<file path="src/rtl/puf_response_capture.sv">
// puf_response_capture: runs NUM_EVAL clear/launch/sample evaluations of an arbiter-PUF
// and presents a majority-voted response with a per-channel stability mask.
module puf_response_capture #(
    parameter int N_CH       = 32,
    parameter int NUM_EVAL   = 5,
    parameter int SETTLE_CYC = 4
) (
    input  logic            clk,
    input  logic            rst_n,
    input  logic            start,
    input  logic [N_CH-1:0] arb_in,
    output logic            arb_clr,
    output logic            fire,
    output logic            busy,
    output logic [N_CH-1:0] resp,
    output logic [N_CH-1:0] stable,
    output logic            resp_valid,
    input  logic            resp_ready
);
    localparam int CW = $clog2(NUM_EVAL + 1);
    localparam int SW = $clog2(SETTLE_CYC);

    typedef enum logic [2:0] {IDLE, CLEAR, FIRE, SETTLE, SAMPLE, VOTE, DONE} state_t;

    state_t          state, next;
    logic [N_CH-1:0] sync1, sync2;
    logic [SW-1:0]   settle_cnt;
    logic [CW-1:0]   eval_cnt;
    logic [CW-1:0]   ones [N_CH];

    always_ff @(posedge clk) begin
        if (!rst_n) state <= IDLE;
        else        state <= next;
    end

    always_comb begin
        next = state;
        case (state)
            IDLE:    if (start) next = CLEAR;
            CLEAR:   next = FIRE;
            FIRE:    next = SETTLE;
            SETTLE:  if (settle_cnt == SW'(SETTLE_CYC - 1)) next = SAMPLE;
            SAMPLE:  next = (eval_cnt == CW'(NUM_EVAL - 1)) ? VOTE : CLEAR;
            VOTE:    next = DONE;
            DONE:    if (resp_ready) next = IDLE;
            default: next = IDLE;
        endcase
    end

    // Control outputs are registered from the next state so they line up with the state register.
    always_ff @(posedge clk) begin
        if (!rst_n) begin
            sync1      <= '0;
            sync2      <= '0;
            settle_cnt <= '0;
            eval_cnt   <= '0;
            arb_clr    <= 1'b0;
            fire       <= 1'b0;
            busy       <= 1'b0;
            resp_valid <= 1'b0;
            resp       <= '0;
            stable     <= '0;
            for (int i = 0; i < N_CH; i++) ones[i] <= '0;
        end else begin
            sync1      <= arb_in;
            sync2      <= sync1;
            arb_clr    <= next == CLEAR;
            fire       <= next == FIRE;
            busy       <= next != IDLE;
            resp_valid <= next == DONE;
            settle_cnt <= (state == SETTLE) ? settle_cnt + 1'b1 : '0;
            if (state == IDLE && start) eval_cnt <= '0;
            else if (state == SAMPLE)   eval_cnt <= eval_cnt + 1'b1;
            for (int i = 0; i < N_CH; i++) begin
                if (state == IDLE && start) ones[i] <= '0;
                else if (state == SAMPLE)   ones[i] <= ones[i] + CW'(sync2[i]);
                if (state == VOTE) begin
                    resp[i]   <= {ones[i], 1'b0} > (CW + 1)'(NUM_EVAL);
                    stable[i] <= ones[i] == '0 || ones[i] == CW'(NUM_EVAL);
                end
            end
        end
    end
endmodule
</file>
<file path="config.mk">
export PLATFORM = sky130hd
export DESIGN_NAME = puf_response_capture
export DESIGN_NICKNAME = d
export VERILOG_FILES = /design/src/rtl/puf_response_capture.sv
export SDC_FILE = /design/constraint.sdc
export NUM_CORES = 1
export LEC_CHECK = 0
export BUFFER_PORTS_ARGS = -buffer_cell sky130_fd_sc_hd__buf_4
export CORE_ASPECT_RATIO = 1.5
export CORE_MARGIN = 5
export CORE_UTILIZATION = 40
export CTS_CLUSTER_DIAMETER = 150
export DETAILED_ROUTE_END_ITERATION = 12
export GPL_TIMING_DRIVEN = 0
export PLACE_DENSITY = 0.58
export SYNTH_ARGS = -nofsm -noshare
export SYNTH_HDL_FRONTEND = slang
export SYNTH_SLANG_ARGS = --single-unit
</file>
<file path="constraint.sdc">
create_clock -name clk -period 3.8 [get_ports clk]
set_input_delay 0.38 -clock clk [delete_from_list [all_inputs] [get_ports clk]]
set_output_delay 0.38 -clock clk [all_outputs]
set_load 0.05 [all_outputs]
</file>
==> results by group <==
Placement
  • Placed cells: 1225
  • I/O Buffers: 103
  • DP Worst Slack: 1330 ps
  • Detailed Place HPWL: 15.2 mm
  • Routability congestion estimate: 0.807

Outcome
  • Status: complete, no violations

Timing
  • Unrepaired setup endpoints after global routing: no
  • Slew headroom: 40.9%
  • Skew final: 14.2 ps
  • Final Hold Viols: 0
  • Final Setup Violations: 0
  • Final count of pins violating max slew: 0
  • Final worst slack: 1440 ps
  • Fmax: 0.424 GHz
  • Tcrit/Tclk final: 62.1%
  • Min cycle time layout: 2360 ps
  • Hold WS: 81.5 ps
  • Tightest Pin Transition: 887 ps

Logic synthesis
  • Mean post-synth cell area: 11.7 um^2
  • Simple-gate area share of the yosys netlist: 17.6%
  • Sequential fraction of the synthesis area: 60.2%
  • Share of the synthesized area in the top cell type: 30.5%
  • Mux cell area share after synthesis: 0.106%
  • Post-synth EDFFs: 96
  • Synth cell count leaders: 140 x dfxtp_1, 130 x and2_1, 102 x nor2_1, 96 x edfxtp_1, 67 x ha_1
  • Post-synthesis compound-gate area fraction: 5.01%
  • Seq cells post-synth: 236
  • Synthesized-area fraction occupied by adder cells: 8.88%
  • Most common cell in the netlist: dfxtp_1
  • Largest family of logic cells by synthesized area: simple AND/OR/NAND/NOR gates
  • Mapped cell area: 9440 um^2
  • Top_reg_cell synth: dfxtp_1
  • Cells after Synth: 806
  • Post-synth ARST share: 0%
  • Area leader, netlist: edfxtp_1
  • XOR/XNOR Fraction of Synth Area: 5.94%
  • Yosys cell types: 34
  • Yosys warns: 0
  • Area contributors post-synth: edfxtp_1 31%, dfxtp_1 30%, ha_1 8.9%, and2_1 8.6%, nor2_1 4.1%
  • Mapped Nets: 909

Clock tree
  • H-Tree Depth: 1
  • CTS Hold Bufs: 0
  • Worst-path clk slew: 70 ps
  • Number of clock sinks: 236
  • Deepest clock path buffer count: 3
  • Post-CTS setup buffer count: 0
  • CTS tree: done
  • Root Buffer: clkbuf_16
  • TritonCTS Buffers: 23
  • Post-CTS resize count: 0
  • Clk_lat worst skew: 510 ps

Floorplan
  • Num ports: 104
  • Initial Utilization: 40.8%
  • Chip Height: 198 um
  • Cell Rows: 68
  • Full die area: 26800 um^2
  • Die W: 135 um
  • Area of the core: 23100 um^2

Min path
  • Worst Hold End: sync1[4]$_SDFF_PN0_
  • HP Class: in -> reg
  • Hold path startpoint: arb_in[4]
  • Hold path cells: 2

Setup path
  • Setup CP Type: reg -> reg
  • Worst EP required: 4020 ps
  • Crit-path max FO: 55
  • Depth of the most critical reg-to-reg path: 5
  • FF-to-FF Start: state[1]$_SDFF_PN0_
  • CP endpoint kind: register
  • CP Launch Type: register
  • Slack of the worst reg-to-reg path: 1440 ps
  • Reg2reg end: ones[0][57]$_SDFFCE_PN0P_
  • CP arrival: 2580 ps

Route
  • Starting DRT DRC Count: 250
  • Drt wl/cell: 17.7 um
  • Antenna viol nets, final: 0
  • Pre-Repair DR Iteration Count: 4
  • Total Wirelength: 22.4 mm
  • Via Count: 6102
  • DRC Markers: 0
  • Vias per std cell: 4.82

Power and ir drop
  • VDD IR max: 333 uV
  • Pwr Total: 5.35 mW
  • Power per cell area: 469 nW/um^2
  • Static leakage: 4.74 nW

Job
  • Max_cap viols: 0

Global route
  • Total track usage: 16.8%
  • First-pass GRT wire length: 34.2 mm
  • Antenna violations before repair: 1
  • Vias in the first global route: 5988
  • Largest net degree at the start of global routing: 56
  • GRT overflow: 0

Cells and area
  • Diode count: 0
  • Synthesis-to-finish area growth: 20.8%
  • Layout cells sized above 1: 16.7%
  • Nets: 1038
  • Post-Layout Cell Count: 1266
-- layout by cell type (no fill, tap or decap), types with 2 or more instances in the layout --
cell / instances
nor4b_1: 2
buf_4: 104
and2_1: 130
nand2_1: 4
buf_2: 8
clkinv_2: 5
xor2_1: 32
clkbuf_8: 8
buf_6: 3
xnor2_1: 32
nor4_1: 2
nor2b_1: 2
clkbuf_16: 23
a21oi_1: 36
a211oi_1: 32
clkbuf_1: 30
edfxtp_1: 96
nor3_1: 66
ha_1: 67
nor2_1: 102
nand3_1: 3
o21ai_0: 3
dfxtp_1: 140
inv_1: 4
-- report_power, final --
| group | total [mW] | internal [mW] | switching [mW] |
|---|---|---|---|
| Combinational | 0.249 | 0.106 | 0.143 |
| Clock | 2.28 | 1.34 | 0.944 |
| Sequential | 2.82 | 2.74 | 0.0775 |
-- per-stage QoR --
step,instance area [um^2],setup TNS [ps],utilization (%)
2_1_floorplan,9440,0,-
3_3_place_gp,10600,-119990,45.8
3_5_place_dp,10600,0,46.0
4_1_cts,11400,0,49.3
5_1_grt,11400,0,49.3
6_report,11400,0,49.3
-- area by class of cell --
cell class	instances	area, um^2
fillers	2175	11700
flip-flops and latches	236	5690
multi-input cells	525	3550
repair buffers	104	801
clock buffers	34	697
well taps	315	394
plain buffers	40	186
clock inverters	7	63.8
inverters	5	18.8
-- logic make-up (layout without fill, tap and decap cells) --
logic type               after synthesis  after routing
AO/OA/AOI/OAI                         75             75
flip-flops                           236            236
XOR/XNOR                              64             64
adder cells (fa/ha/maj)               67             67
AND/OR/NAND/NOR                      318            318
multiplexers                           1              1
buffers and inverters                 45            190
-- state kept, by name (all words and copies together), names as in the netlist --
register,flops
ones,96
resp,32
stable,32
sync1,32
sync2,32
eval_cnt,3
state,3
settle_cnt,2
arb_clr,1
busy,1
fire,1
resp_valid,1
-- critical path, stage by stage, from the launching register on --
cell and delay, ps:
dfxtp_1 510, buf_2 280, nor2_1 90, o21ai_0 280, nand2_4 490, buf_16 390
-- per-layer routing --
layer	routed length, um	GRT usage (%)	vias to the layer above
li1	-	-	3034
met1	9440	21.0	2902
met2	11500	30.2	131
met3	966	2.19	35
met4	576	5.23	0
met5	0	0	-
-- worst max path at each step --
| stage | from | end | slack, ps | cells past startpoint |
|---|---|---|---|---|
| 5_1_grt | state[1]$_SDFF_PN0_ | ones[0][57]$_SDFFCE_PN0P_ | 1250 | 5 |
| 2_1_floorplan | state[1]$_SDFF_PN0_ | ones[0][0]$_SDFFCE_PN0P_ | 410 | 4 |
| 6_report | state[1]$_SDFF_PN0_ | ones[0][57]$_SDFFCE_PN0P_ | 1440 | 5 |
| 3_5_place_dp | rst_n | ones[0][21]$_SDFFCE_PN0P_ | 1330 | 4 |
| 4_1_cts | state[1]$_SDFF_PN0_ | ones[0][57]$_SDFFCE_PN0P_ | 1380 | 5 |
| 3_3_place_gp | rst_n | ones[0][21]$_SDFFCE_PN0P_ | -1300 | 3 |
No activity file was read; power rests on OpenSTA's default activity.
